File: config.mk
export PLATFORM = sky130hd
export DESIGN_NAME = dmem_arbiter_flat
export DESIGN_NICKNAME = d
export VERILOG_FILES = /design/src/rtl/dmem_arbiter_if.sv /design/src/rtl/dmem_arbiter.sv /design/src/flat_wrapper.sv
export SDC_FILE = /design/constraint.sdc
export NUM_CORES = 1
export LEC_CHECK = 0
export ABC_AREA = 1
export CAP_MARGIN = 25
export CORE_ASPECT_RATIO = 1.25
export CORE_MARGIN = 2
export CORE_UTILIZATION = 25
export DETAILED_ROUTE_END_ITERATION = 10
export GPL_TIMING_DRIVEN = 0
export PLACE_DENSITY_LB_ADDON = 0.1
export SLEW_MARGIN = 20
export SYNTH_ARGS = -nofsm -noshare
export SYNTH_HDL_FRONTEND = slang
export SYNTH_SLANG_ARGS = --single-unit
File: constraint.sdc
create_clock -name clock -period 2.65 [get_ports clock]
set_input_delay 0.3975 -clock clock [delete_from_list [all_inputs] [get_ports clock]]
set_output_delay 0.3975 -clock clock [all_outputs]
set_load 0.01 [all_outputs]
File: src/rtl/dmem_arbiter_if.sv
// -----------------------------------------------------------------------------
// dmem_arbiter_if
// Bundle of the requester-side and memory-side signals of dmem_arbiter.
//
// Handshake: a requester raises xReq with its address (and, for D, the access
// type and write data) and holds them stable until it sees xReady high. xReady
// is a one-cycle pulse; xRData and xErr are only meaningful in that cycle. The
// requester drops xReq at the edge after seeing xReady; a request still high
// in the following IDLE cycle starts a new access.
//
// Modports:
//   slave  - the arbiter side (drives ready/rdata/err, memory controls, busy)
//   master - the environment side (requesters and memory model)
// -----------------------------------------------------------------------------
interface dmem_arbiter_if;
    // I port
    logic        iReq;
    logic [31:0] iAddr;
    logic        iReady;
    logic [31:0] iRData;
    logic        iErr;
    // D port
    logic        dReq;
    logic        dWe;
    logic [31:0] dAddr;
    logic [31:0] dWData;
    logic        dReady;
    logic [31:0] dRData;
    logic        dErr;
    // memory side
    logic [31:0] memAddr;
    logic [31:0] memWriteData;
    logic        memRead;
    logic        memWrite;
    logic [31:0] memReadData;
    // status
    logic        busy;

    modport slave (
        input  iReq, iAddr, dReq, dWe, dAddr, dWData, memReadData,
        output iReady, iRData, iErr, dReady, dRData, dErr,
               memAddr, memWriteData, memRead, memWrite, busy
    );

    modport master (
        output iReq, iAddr, dReq, dWe, dAddr, dWData, memReadData,
        input  iReady, iRData, iErr, dReady, dRData, dErr,
               memAddr, memWriteData, memRead, memWrite, busy
    );
endinterface

File: src/rtl/dmem_arbiter.sv
// -----------------------------------------------------------------------------
// dmem_arbiter
// Two-port arbiter and sequencer in front of a single-port, word-addressed
// data memory. The instruction-fetch port (I) and the load/store port (D)
// share the memory; one access is in flight at a time and its memory-side
// controls are held for LATENCY cycles. Misaligned addresses complete with
// an error without touching memory.
//
// Ports:
//   clock      - system clock, rising edge
//   reset_n    - asynchronous active-low reset
//   bus        - dmem_arbiter_if.slave: I/D request ports, memory port, busy
//   dbg_state  - current FSM state (0 IDLE, 1 ACCESS, 2 DONE)
//   grantCntI, grantCntD, stallCnt - performance counters, present only when
//                the macro DMEM_ARB_PERF_EN is defined
//
// Parameters:
//   LATENCY      - cycles memRead/memWrite are held per access (1..15)
//   MAX_D_STREAK - D grants in a row while I waits before I is forced (1..15)
// -----------------------------------------------------------------------------
module dmem_arbiter #(
    parameter int unsigned LATENCY      = 2,
    parameter int unsigned MAX_D_STREAK = 4
) (
    input  logic               clock,
    input  logic               reset_n,
    dmem_arbiter_if.slave      bus,
`ifdef DMEM_ARB_PERF_EN
    output logic [15:0]        grantCntI,
    output logic [15:0]        grantCntD,
    output logic [15:0]        stallCnt,
`endif
    output logic [1:0]         dbg_state
);

    typedef enum logic [1:0] {
        ST_IDLE   = 2'd0,
        ST_ACCESS = 2'd1,
        ST_DONE   = 2'd2
    } state_t;

    localparam logic [3:0] CNT_LOAD   = 4'(LATENCY - 1);
    localparam logic [3:0] STREAK_MAX = 4'(MAX_D_STREAK);

    state_t      state;
    state_t      state_next;

    // latched access
    logic        port_d;       // 1 = current access belongs to D
    logic        we_q;
    logic        err_q;
    logic [31:0] rdata_q;
    logic [3:0]  cnt;
    logic [3:0]  streak;

    // memory-side registers; only updated for accesses that reach memory so
    // they keep their last driven value across misaligned requests
    logic [31:0] mem_addr_q;
    logic [31:0] mem_wdata_q;

    // IDLE-cycle arbitration
    logic        grant_i;
    logic        grant_d;
    logic [31:0] sel_addr;
    logic [31:0] sel_wdata;
    logic        sel_we;
    logic        misaligned;

    always_comb begin
        grant_i = 1'b0;
        grant_d = 1'b0;
        if (state == ST_IDLE) begin
            if (bus.dReq && bus.iReq) begin
                // D normally wins; a full streak hands the slot to I
                if (streak == STREAK_MAX) grant_i = 1'b1;
                else                      grant_d = 1'b1;
            end else if (bus.dReq) begin
                grant_d = 1'b1;
            end else if (bus.iReq) begin
                grant_i = 1'b1;
            end
        end
    end

    // The I port is read-only, so its write data and type are fixed
    assign sel_addr   = grant_d ? bus.dAddr  : bus.iAddr;
    assign sel_wdata  = grant_d ? bus.dWData : 32'd0;
    assign sel_we     = grant_d & bus.dWe;
    assign misaligned = (sel_addr[1:0] != 2'b00);

    always_comb begin
        state_next = state;
        case (state)
            ST_IDLE: begin
                if (grant_i || grant_d)
                    state_next = misaligned ? ST_DONE : ST_ACCESS;
            end
            ST_ACCESS: begin
                if (cnt == 4'd0) state_next = ST_DONE;
            end
            ST_DONE: begin
                state_next = ST_IDLE;
            end
            default: begin
                state_next = ST_IDLE;
            end
        endcase
    end

    always_ff @(posedge clock or negedge reset_n) begin
        if (!reset_n) state <= ST_IDLE;
        else          state <= state_next;
    end

    always_ff @(posedge clock or negedge reset_n) begin
        if (!reset_n) begin
            port_d      <= 1'b0;
            we_q        <= 1'b0;
            err_q       <= 1'b0;
            rdata_q     <= 32'd0;
            cnt         <= 4'd0;
            streak      <= 4'd0;
            mem_addr_q  <= 32'd0;
            mem_wdata_q <= 32'd0;
        end else begin
            if (grant_i || grant_d) begin
                port_d  <= grant_d;
                we_q    <= sel_we;
                err_q   <= misaligned;
                rdata_q <= 32'd0;   // stays 0 for writes and errors
                cnt     <= CNT_LOAD;
                if (!misaligned) begin
                    mem_addr_q  <= sel_addr;
                    mem_wdata_q <= sel_wdata;
                end
                // streak only grows while I is actually being held off
                if (grant_d && bus.iReq)
                    streak <= (streak == STREAK_MAX) ? streak : streak + 4'd1;
                else
                    streak <= 4'd0;
            end
            if (state == ST_ACCESS) begin
                if (cnt == 4'd0) begin
                    if (!we_q) rdata_q <= bus.memReadData;
                end else begin
                    cnt <= cnt - 4'd1;
                end
            end
        end
    end

    // Controls derive from the state register, so an asynchronous reset
    // drops them immediately.
    assign bus.memRead      = (state == ST_ACCESS) && !we_q;
    assign bus.memWrite     = (state == ST_ACCESS) &&  we_q;
    assign bus.memAddr      = mem_addr_q;
    assign bus.memWriteData = mem_wdata_q;

    assign bus.iReady = (state == ST_DONE) && !port_d;
    assign bus.dReady = (state == ST_DONE) &&  port_d;
    assign bus.iRData = bus.iReady ? rdata_q : 32'd0;
    assign bus.dRData = bus.dReady ? rdata_q : 32'd0;
    assign bus.iErr   = bus.iReady & err_q;
    assign bus.dErr   = bus.dReady & err_q;

    assign bus.busy   = (state != ST_IDLE);
    assign dbg_state  = state;

`ifdef DMEM_ARB_PERF_EN
    // A port is "being serviced" from its grant through its DONE cycle; a
    // cycle counts as a stall when any raised request is not the one being
    // serviced (this includes the IDLE cycle in which a request is sampled).
    logic i_serviced;
    logic d_serviced;

    assign i_serviced = (state != ST_IDLE) && !port_d;
    assign d_serviced = (state != ST_IDLE) &&  port_d;

    always_ff @(posedge clock or negedge reset_n) begin
        if (!reset_n) begin
            grantCntI <= 16'd0;
            grantCntD <= 16'd0;
            stallCnt  <= 16'd0;
        end else begin
            if (grant_i) grantCntI <= grantCntI + 16'd1;
            if (grant_d) grantCntD <= grantCntD + 16'd1;
            if ((bus.iReq && !i_serviced) || (bus.dReq && !d_serviced))
                stallCnt <= stallCnt + 16'd1;
        end
    end
`endif

endmodule

File: src/flat_wrapper.sv
// flat-port wrapper written by rule: the top's interface ports become plain ports
module dmem_arbiter_flat 
#(
    parameter int unsigned LATENCY      = 2,
    parameter int unsigned MAX_D_STREAK = 4
)
  (clock, reset_n, dbg_state, bus_iReq, bus_iAddr, bus_dReq, bus_dWe, bus_dAddr, bus_dWData, bus_memReadData, bus_iReady, bus_iRData, bus_iErr, bus_dReady, bus_dRData, bus_dErr, bus_memAddr, bus_memWriteData, bus_memRead, bus_memWrite, bus_busy);
  dmem_arbiter_if bus_i ();
  input  logic clock;
  input  logic reset_n;
  output logic [1:0] dbg_state;
  input wire logic [$bits(bus_i.iReq)-1:0] bus_iReq;
  input wire logic [$bits(bus_i.iAddr)-1:0] bus_iAddr;
  input wire logic [$bits(bus_i.dReq)-1:0] bus_dReq;
  input wire logic [$bits(bus_i.dWe)-1:0] bus_dWe;
  input wire logic [$bits(bus_i.dAddr)-1:0] bus_dAddr;
  input wire logic [$bits(bus_i.dWData)-1:0] bus_dWData;
  input wire logic [$bits(bus_i.memReadData)-1:0] bus_memReadData;
  output wire logic [$bits(bus_i.iReady)-1:0] bus_iReady;
  output wire logic [$bits(bus_i.iRData)-1:0] bus_iRData;
  output wire logic [$bits(bus_i.iErr)-1:0] bus_iErr;
  output wire logic [$bits(bus_i.dReady)-1:0] bus_dReady;
  output wire logic [$bits(bus_i.dRData)-1:0] bus_dRData;
  output wire logic [$bits(bus_i.dErr)-1:0] bus_dErr;
  output wire logic [$bits(bus_i.memAddr)-1:0] bus_memAddr;
  output wire logic [$bits(bus_i.memWriteData)-1:0] bus_memWriteData;
  output wire logic [$bits(bus_i.memRead)-1:0] bus_memRead;
  output wire logic [$bits(bus_i.memWrite)-1:0] bus_memWrite;
  output wire logic [$bits(bus_i.busy)-1:0] bus_busy;
  assign bus_i.iReq = bus_iReq;
  assign bus_i.iAddr = bus_iAddr;
  assign bus_i.dReq = bus_dReq;
  assign bus_i.dWe = bus_dWe;
  assign bus_i.dAddr = bus_dAddr;
  assign bus_i.dWData = bus_dWData;
  assign bus_i.memReadData = bus_memReadData;
  assign bus_iReady = bus_i.iReady;
  assign bus_iRData = bus_i.iRData;
  assign bus_iErr = bus_i.iErr;
  assign bus_dReady = bus_i.dReady;
  assign bus_dRData = bus_i.dRData;
  assign bus_dErr = bus_i.dErr;
  assign bus_memAddr = bus_i.memAddr;
  assign bus_memWriteData = bus_i.memWriteData;
  assign bus_memRead = bus_i.memRead;
  assign bus_memWrite = bus_i.memWrite;
  assign bus_busy = bus_i.busy;
  dmem_arbiter #(.LATENCY(LATENCY), .MAX_D_STREAK(MAX_D_STREAK)) u_core (.clock(clock), .reset_n(reset_n), .bus(bus_i), .dbg_state(dbg_state));
endmodule
# == Word-level counts from Yosys, hierarchy flattened ==
# Index checks and enable logic that the tools add are counted.
# W data, S select, Z words.
# word_totals
reg_bits,109
input_bits,133
output_inout_bits,137
elab_cells,63
# op_classes
addsub,2
n_eq_ne,6
mux,26
n_bitwise,4
n_reduce_logical,16
# op_table
cell,n
$mux W32,8
$mux W4,5
$mux W1,9
$logic_and A1 B1 Y1,6
$mux W2,3
$reduce_and A2 Y1,3
$add A4 B1 Y4 const B,1
$eq A4 B3 Y1 const B,1
$logic_not A4 Y1,1
$ne A2 B2 Y1 const B,2
$pmux W2 S2,1
$reduce_bool A2 Y1,2
$sub A4 B1 Y4 const B,1
$and A1 B1 Y1,3
$eq A2 B1 Y1 const B,1
$eq A2 B2 Y1 const B,1
$logic_not A1 Y1,2
$logic_not A2 Y1,1
$ne A2 B1 Y1 const B,1
$logic_or A1 B1 Y1,1
$not A1 Y1,1

# == Logic depth before layout (Yosys ltp) ==
# Gate-level depths: netlist of run 1.
# logic_depth
ltp_word,9
depth_mapped,12
ltp_nobuf,11

# == Least setup slack after synthesis of run 1 ==
# OpenSTA, ideal clock, no wires.
# synth_path
kind,register to output
startpoint,"register u_core.state[0], in the netlist u_core.dbg_state[0]"
endpoint,output port bus_iRData[10]
t_arrival_ns,1.395
required_time_ns,2.253
path_slack_ns,0.858
path_stages_with_launch,5
path_buffers,1
path_cell_list,dfrtp_1 nor3_1 inv_1 clkbuf_1 nor2_1
# synth_via
elab_chain_cells,3
# synth_lines
item,line_no,source
from (decl),dmem_arbiter.sv:45,state_t state;
from (signal assigned),dmem_arbiter.sv:112,else state <= state_next;
$eq A2 B2 Y1,dmem_arbiter.sv:159,assign bus.iReady = (state == ST_DONE) && !port_d;
$logic_and A1 B1 Y1,dmem_arbiter.sv:159,
net bus_iReady,flat_wrapper.sv:19,output wire logic [$bits(bus_i.iReady)-1:0] bus_iReady;
$mux W32,dmem_arbiter.sv:161,assign bus.iRData = bus.iReady ? rdata_q : 32'd0;
to (decl),flat_wrapper.sv:20,output wire logic [$bits(bus_i.iRData)-1:0] bus_iRData;
# The timed path passes the listed nets, and every way through them passes these cells.

# == Worst setup path in the final report of run 1 ==
# layout_path
startpoint,"register u_core.state[1], in the netlist u_core.dbg_state[1]"
endpoint,output port bus_memRead
# layout_via
elab_chain_cells,2
# layout_lines
item,line_no,source
$eq A2 B1 Y1,dmem_arbiter.sv:154,assign bus.memRead = (state == ST_ACCESS) && !we_q;
$logic_and A1 B1 Y1,dmem_arbiter.sv:154,
to (decl),flat_wrapper.sv:27,output wire logic [$bits(bus_i.memRead)-1:0] bus_memRead;
# Every way passes these cells.

==> Flow_metrics.wiki, run 1 <==
{| class="wikitable"
! Metric !! Value
|-
| Worst r2r src || u_core.streak[0]$_DFFE_PN0P_
|-
| Ant. Diodes || 0
|-
| Global-route wire length before repair || 31,100 um
|-
| Total congestion overflow || 0
|-
| Area taken by flip-flops and latches || between 2000 and 3000 um2
|-
| Setup Buffers After CTS || 0
|-
| Total wirelength of the detailed-routed design || 19,100 um
|-
| RePlAce Congestion || 0.773
|-
| Overall die height || ~170 um
|-
| Internal Power || roughly 4.5 mW
|-
| CP endpoint kind || primary output
|-
| CTS tree || yes
|-
| Number of global-route vias before repair || about 6k
|-
| Arrival time of data at the critical path endpoint || 2.10 ns
|-
| Result of the run || finished, final reports clean
|-
| Number of buffers on the longest clock path || 2
|-
| Total via count after detailed routing || 5,803
|-
| Multi-input logic area || 2310 um2
|-
| Initial antenna violation count || 0
|-
| Crit path time final || ~2.5 ns
|-
| GRT Overall Usage || between 10% and 20%
|-
| Initial core utilization || between 20% and 30%
|-
| Fraction of layout instances using a drive strength above 1 || between 6 and 7%
|-
| Crit path launch type || flip-flop
|-
| Min-delay src || u_core.bus.memAddr[0]$_DFFE_PN0P_
|-
| Std cell rows || 61
|-
| Number of optimization iterations in the first detailed-route pass || 4
|-
| Actual slew at the worst max-slew pin || 0.533 ns
|-
| Placeable core area || 22,200 um2
|-
| Port Buf Inserts || between 200 and 300
|-
| Worst slew margin relative to its limit || about 64%
|-
| Max rail drop VDD || around 350 uV
|-
| Fin. Hold Viols || 0
|-
| R2R depth || 11
|-
| Count of final setup violators || 0
|-
| Synth Instances || 784
|-
| Number of max-cap violations || 0
|-
| Clock input transition at the sequential cells of the worst setup and hold paths || approximately 0.070 ns
|-
| Initial DRC count || about 190
|-
| Fraction of the yosys area taken by sequential cells || around half
|-
| Max Clock Freq || ~400 MHz
|-
| Relative contribution of the clock network to total power || 19.2%
|-
| Largest net degree at the start of global routing || 67
|-
| Post-Place Worst Slack || about 0.26 ns
|-
| Post-synth cell types || 22
|-
| Part of the power in combinational logic || between 40% and 50%
|-
| Final instance area || 9070 um2
|-
| Library cell used as clock root buffer || clkbuf_16
|-
| Post-place instance area || between 8000 and 9000 um2
|-
| Switching power as a share of total power || approximately two fifths
|-
| Per-cell via count in the routed design || 4.29
|-
| Final HPWL from detailed placement || approximately 15,000 um
|-
| Avg Inst Size Synth || between 7 and 8 um2
|-
| Drt drc || 0
|-
| Clock sinks || between 100 and 150
|-
| P&R area growth vs syn || 60.4%
|-
| Biggest fanout along the worst timing path || 10
|-
| Hold/Removal Path Class || flip-flop to flip-flop
|-
| Number of buffers added by the clock tree synthesis step || 9
|-
| Area enclosed by the die boundary || 23,900 um2
|-
| H-tree levels || 3
|-
| P_leak || ~4.4 nW
|-
| CP Data Required Time || about 2.3 ns
|-
| Kind of critical path || flip-flop to primary output
|-
| Flop pwr share || about a third
|-
| Count of boundary I/O pins || 270
|-
| Net count reported at finish || approximately 1.2k
|-
| Cells on Worst Hold Path || 2
|-
| Number of register bits inferred by synthesis || roughly 110
|-
| Setup clock skew after layout || a little over 0.01 ns
|-
| Number of pins exceeding their max-slew limit in the final report || 0
|-
| Horizontal extent of the die || about 140 um
|-
| Post-Syn Area || approximately 5700 um2
|-
| Layout fillers || roughly 2.4k
|-
| Power per cell area || 820 nW/um2
|-
| Reg2reg end || u_core.bus.memWriteData[21]$_DFFE_PN0P_
|-
| Routed length per instance || ~14 um
|-
| Hold Path Sink || u_core.bus.memAddr[0]$_DFFE_PN0P_
|-
| Worst reg2reg setup slack || 0.79 ns
|-
| Crit share post-route || 94.3%
|-
| YS warnings || 0
|-
| Later-pin clock latency in the skew report || between 0.3 and 0.4 ns
|-
| Synthesized netlist net count || approximately 900
|-
| Final worst setup slack || 0.150 ns
|-
| Post-DRT Antenna Nets || 0
|-
| Switching Power || between 2 and 3 mW
|}
[placed cells by master, fill, tap and decap left out, types with 2 or more instances in the layout]
cell type	Yosys	layout
clkdlybuf4s50_1	0	268
nand2_1	236	236
nand3_1	166	166
dfrtp_1	109	108
nor2_1	103	103
inv_1	85	85
buf_2	25	26
o21ai_0	10	10
clkbuf_1	16	10
clkbuf_16	0	9
buf_6	7	8
inv_2	4	4
nand2_2	4	4
clkbuf_2	0	4
ha_1	4	4
clkinv_4	0	4
buf_4	3	3
nor3_2	0	2
xor2_1	2	2
[Yosys cell counts, drive strengths merged]
library cell	number	area [um2]
a21oi	1	5.00
buf	36	230
clkbuf	16	60.1
dfrtp	109	2730
ha	4	50.1
inv	89	334
nand2	240	911
nand3	166	831
nor2	105	404
nor3	3	15.0
o21ai	10	50.1
o22ai	1	6.26
or2	1	6.26
xnor2	1	8.76
xor2	2	17.5
[final cells by class]
type | instances | share of cell area, %
timing repair buffer | 271 | 30.1
sequential | 109 | 30.1
multi-input combinational | 534 | 25.5
tap | 283 | 3.90
inverter | 89 | 3.68
buffer | 52 | 3.31
clock buffer | 10 | 2.63
clock inverter | 6 | 0.800
[worst max-delay path, cell delays in order (launching register included)]
cell,delay [ns]
dfrtp_1,0.40
inv_2,0.13
nand2_1,0.13
nor2_2,0.25
clkbuf_4,0.28
clkdlybuf4s50_1,0.55
[through the flow]
step | cells | hold slack (ns) | TNS [ns] | util (%) | total power [mW]
after floorplan | 784 | 0.102 | 0 | - | 4.29
after global placement | 1336 | 0.448 | -392.50 | 39.2 | 6.07
after detailed placement | 1337 | 0.360 | 0 | 39.3 | 6.09
after CTS | 1354 | 0.477 | 0 | 40.8 | 7.59
after global routing | 1354 | 0.501 | -0.00101 | 40.9 | 8.07
final | 1354 | 0.471 | 0 | 40.9 | 7.44
[kinds of logic after synthesis]
| logic type | synth area share, % |
|---|---|
| AO/OA/AOI/OAI | 1.08 |
| AND/OR/NAND/NOR | 38.3 |
| adder cells (fa/ha/maj) | 0.885 |
| buffers and inverters | 11.0 |
| flip-flops | 48.2 |
| XOR/XNOR | 0.465 |
[routing by layer]
layer | part of all wire [%] | global-route usage, % | wire length (um)
met5 | 0 | 0 | 0
met4 | 1.8 | 5.24 | 348
met3 | 8.4 | 5.65 | 1610
met2 | 47 | 27.8 | 9080
met1 | 42 | 19.5 | 8090
[worst max path at each step]
stage                                                from                           end  slack [ns]  cells past startpoint
after detailed placement  u_core.dbg_state[0]$_DFFE_PN0P_                bus_iRData[16]        0.26                      5
after global routing      u_core.dbg_state[1]$_DFFE_PN0P_                bus_dRData[30]      -0.001                      6
after floorplan           u_core.dbg_state[0]$_DFFE_PN0P_                bus_iRData[10]        0.86                      4
after global placement                            reset_n  u_core.rdata_q[22]$_DFF_PN0_       -3.61                      1
after CTS                 u_core.dbg_state[0]$_DFFE_PN0P_                bus_dRData[16]       0.008                      5
final                     u_core.dbg_state[1]$_DFFE_PN0P_                   bus_memRead        0.15                      5
[registers in the layout, indices dropped and copies added (netlist names)]
signal / cells
u_core.err_q: 1
u_core.port_d: 1
u_core.bus.memAddr: 32
u_core.bus.memWriteData: 32
u_core.cnt: 4
u_core.we_q: 1
u_core.streak: 4
u_core.rdata_q: 32
u_core.dbg_state: 2
[power by group through the flow]
stage          combinational [mW]  clock [mW]  sequential [mW]
4_1_cts                      3.60        1.49             2.50
5_1_grt                      3.95        1.55             2.57
6_report                     3.52        1.43             2.49
3_5_place_dp                 3.58           0             2.51
3_3_place_gp                 3.58           0             2.50
2_1_floorplan                1.64           0             2.66
[timing repair]
| action | CTS | global route |
|---|---|---|
| cloned | 0 | 0 |
| pin swaps | 0 | 2 |
| hold buffers | 1 | 0 |
| gates resized for setup | 3 | 14 |
| hold endpoints to repair | 43 | 0 |
| setup endpoints to repair | 60 | 61 |
Note: power is estimated with default switching activity, not from simulation.
==> inputs of run 2 (changes only) <==
--- a/config.mk
+++ b/config.mk
@@ -13,6 +13,7 @@
 export DETAILED_ROUTE_END_ITERATION = 10
 export GPL_TIMING_DRIVEN = 0
 export PLACE_DENSITY_LB_ADDON = 0.1
+export RECOVER_POWER = 100
 export SLEW_MARGIN = 20
 export SYNTH_ARGS = -nofsm -noshare
 export SYNTH_HDL_FRONTEND = slang
==> Flow_metrics.wiki, run 2 (synthesized netlist as in run 1, its figures left out) <==
{| class="wikitable"
! Metric !! Value
|-
| Multi-input logic area || 2310 um2 (about the same)
|-
| Critical Path Max Stage Delay || 0.61 ns (was 0.55 ns)
|-
| Kind of critical path || flip-flop to primary output (unchanged)
|-
| Largest net degree at the start of global routing || 67 (unchanged)
|-
| Later-pin clock latency in the skew report || 0.35 ns (about the same)
|-
| RePlAce Congestion || 0.773 (unchanged)
|-
| Total wirelength of the detailed-routed design || 19,100 um (about the same)
|-
| Total congestion overflow || 0 (unchanged)
|-
| Largest delay contributor family on the critical path || buffers and inverters (unchanged)
|-
| Top library cells by usage in the layout, fill and taps aside || 239 x nand2_1, 194 x clkdlybuf4s50_1, 166 x nand3_1, 108 x dfrtp_1, 103 x nor2_1 (was 268 x clkdlybuf4s50_1, 236 x nand2_1, 166 x nand3_1, 108 x dfrtp_1, 103 x nor2_1)
|-
| Per-cell via count in the routed design || 4.29 (about the same)
|-
| Switching Power || 2.91 mW (was 2.94 mW)
|-
| Number of buffers on the longest clock path || 2 (unchanged)
|-
| Placeable core area || 22,200 um2 (unchanged)
|-
| Crit path launch type || flip-flop (unchanged)
|-
| Critical Path, Cell by Cell || nor3_2 -> inv_1 -> buf_2 -> nor2_1 -> dlygate4sd3_1 (was inv_2 -> nand2_1 -> nor2_2 -> clkbuf_4 -> clkdlybuf4s50_1)
|-
| Area enclosed by the die boundary || 23,900 um2 (unchanged)
|-
| Post-DRT Antenna Nets || 0 (unchanged)
|-
| Actual slew at the worst max-slew pin || 1.23 ns (was 0.533 ns)
|-
| P_leak || 4.59 nW (was 4.41 nW)
|-
| GRT Overall Usage || 16.3% (unchanged)
|-
| Routed length per instance || 14.1 um (about the same)
|-
| Number of global-route vias before repair || 5,831 (unchanged)
|-
| H-tree levels || 3 (unchanged)
|-
| Initial antenna violation count || 0 (unchanged)
|-
| Total via count after detailed routing || 5,811 (was 5,803)
|-
| Library cell used as clock root buffer || clkbuf_16 (unchanged)
|-
| Hold Worst Slack || 0.465 ns (was 0.471 ns)
|-
| Drt drc || 0 (unchanged)
|-
| Crit share post-route || 95.1% (was 94.3%)
|-
| Horizontal extent of the die || 139 um (unchanged)
|-
| Max rail drop VDD || 348 uV (was 350 uV)
|-
| Switching power as a share of total power || 40.1% (was 39.5%)
|-
| Slowest CP cell || dlygate4sd3_1 (was clkdlybuf4s50_1)
|-
| Met3 usage in global routing || 5.65% (unchanged)
|-
| Global-route wire length before repair || 31,100 um (unchanged)
|-
| Final Core Density || 40.7% (was 40.9%)
|-
| Fin cells || 1,354 (unchanged)
|-
| CP Data Required Time || 2.25 ns (about the same)
|-
| Setup clock skew after layout || 0.0108 ns (was 0.0103 ns)
|-
| Crit path time final || 2.52 ns (was 2.50 ns)
|-
| Arrival time of data at the critical path endpoint || 2.12 ns (was 2.10 ns)
|-
| Final HPWL from detailed placement || 14,700 um (unchanged)
|-
| Initial DRC count || 187 (was 192)
|-
| P&R area growth vs syn || 60.0% (was 60.4%)
|-
| Net count reported at finish || 1,203 (unchanged)
|-
| GR met2 Demand/Resource || 27.8% (unchanged)
|-
| Placed cell count || 1,337 (unchanged)
|-
| Power per cell area || 802 nW/um2 (was 820 nW/um2)
|-
| Clock input transition at the sequential cells of the worst setup and hold paths || 0.07 ns (about the same)
|-
| Fin. Hold Viols || 0 (unchanged)
|-
| Count of final setup violators || 0 (unchanged)
|-
| Ant. Diodes || 0 (unchanged)
|-
| Worst slew margin relative to its limit || 18.1% (was 64.4%)
|-
| Area taken by flip-flops and latches || 2730 um2 (unchanged)
|-
| Number of pins exceeding their max-slew limit in the final report || 0 (unchanged)
|-
| Number of buffers added by the clock tree synthesis step || 9 (unchanged)
|-
| Most common cell after layout, fill and taps aside || nand2_1 (was clkdlybuf4s50_1)
|-
| Relative contribution of the clock network to total power || 19.7% (was 19.2%)
|-
| CTS tree || yes (unchanged)
|-
| Internal Power || 4.34 mW (was 4.50 mW)
|-
| Highest-utilization routing layer at the global route stage || met2 (unchanged)
|-
| Flop pwr share || 34.1% (was 33.5%)
|-
| Number of optimization iterations in the first detailed-route pass || 4 (unchanged)
|-
| Count of boundary I/O pins || 270 (unchanged)
|-
| Met1 track demand over resource || 19.5% (unchanged)
|-
| Clock sinks || 109 (unchanged)
|-
| Number of max-cap violations || 0 (unchanged)
|-
| Fraction of layout instances using a drive strength above 1 || 6.16% (was 6.82%)
|-
| RSZ-0062 raised after global routing || no
|-
| Buf+Inv Stages, Crit Path || 3 (unchanged)
|-
| Max Clock Freq || 397 MHz (was 400 MHz)
|-
| Hold/Removal Path Class || flip-flop to flip-flop (unchanged)
|-
| Std cell rows || 61 (unchanged)
|-
| Part of the power in combinational logic || 46.2% (was 47.3%)
|-
| CP endpoint kind || primary output (unchanged)
|-
| Overall die height || 172 um (unchanged)
|-
| Biggest fanout along the worst timing path || 10 (unchanged)
|-
| Result of the run || finished, final reports clean (unchanged)
|-
| Initial core utilization || 25.5% (unchanged)
|-
| Port Buf Inserts || 269 (unchanged)
|-
| Layout fillers || 2,369 (was 2,367)
|}
-- run 2: power groups by stage --
| stage | sequential (mW) | combinational [mW] | clock, mW |
|---|---|---|---|
| after CTS | 2.50 | 3.60 | 1.49 |
| after global routing | 2.55 | 3.79 | 1.55 |
| after global placement | 2.50 | 3.58 | 0 |
| after detailed placement | 2.51 | 3.58 | 0 |
| after floorplan | 2.66 | 1.64 | 0 |
| final | 2.47 | 3.35 | 1.43 |
-- run 2: worst paths after layout --
path / from / endpoint / slack (ns) / cells after the start
max: u_core.dbg_state[0]$_DFFE_PN0P_ / bus_iRData[18] / 0.13 / 5
min: u_core.bus.memAddr[0]$_DFFE_PN0P_ / u_core.bus.memAddr[0]$_DFFE_PN0P_ / 0.47 / 2
min in group asynchronous: reset_n / u_core.bus.memWriteData[10]$_DFFE_PN0P_ / 0.81 / 2
max reg2reg: u_core.streak[0]$_DFFE_PN0P_ / u_core.bus.memAddr[23]$_DFFE_PN0P_ / 0.41 / 12
max in group asynchronous: reset_n / u_core.dbg_state[0]$_DFFE_PN0P_ / 0.87 / 3
min reg2reg: u_core.bus.memAddr[0]$_DFFE_PN0P_ / u_core.bus.memAddr[0]$_DFFE_PN0P_ / 0.47 / 2
-- run 2: through the flow --
step	setup TNS, ns	total power, mW	setup WS [ns]	area (um2)
6_report	0	7.26	0.129	9050
5_1_grt	0	7.89	0.00849	9050
4_1_cts	0	7.59	0.00755	9060
3_5_place_dp	0	6.09	0.263	8730
3_3_place_gp	-392.50	6.07	-3.61	8700
2_1_floorplan	0	4.29	0.858	5660
-- run 2: cell type report --
type                       instances  area share (%)
sequential                       109            30.2
timing repair buffer             271            30.1
multi-input combinational        534            25.5
tap                              283            3.91
inverter                          89            3.69
buffer                            52            3.19
clock buffer                      10            2.64
clock inverter                     6           0.802
-- run 2: tightest hold or removal path: cells and delay by family (launching register included) --
kind                   cells  cell delay [ns]
buffers and inverters      1             0.04
AND/OR/NAND/NOR            1             0.05
flip-flops                 1             0.34
-- run 2: routing by layer --
metal	share of wire [%]	vias to the layer above
li1	-	2986
met1	42	2614
met2	47	191
met3	8.5	20
met4	1.9	0
met5	0	-
-- run 2: what timing repair did --
| action | CTS | global route |
|---|---|---|
| endpoints found under the setup margin | 60 | 61 |
| hold endpoints to repair | 43 | 0 |
| pin swaps | 0 | 2 |
| hold buffers | 1 | 0 |
| setup buffers | 0 | 0 |
| resized for setup | 3 | 14 |
| gates cloned | 0 | 0 |
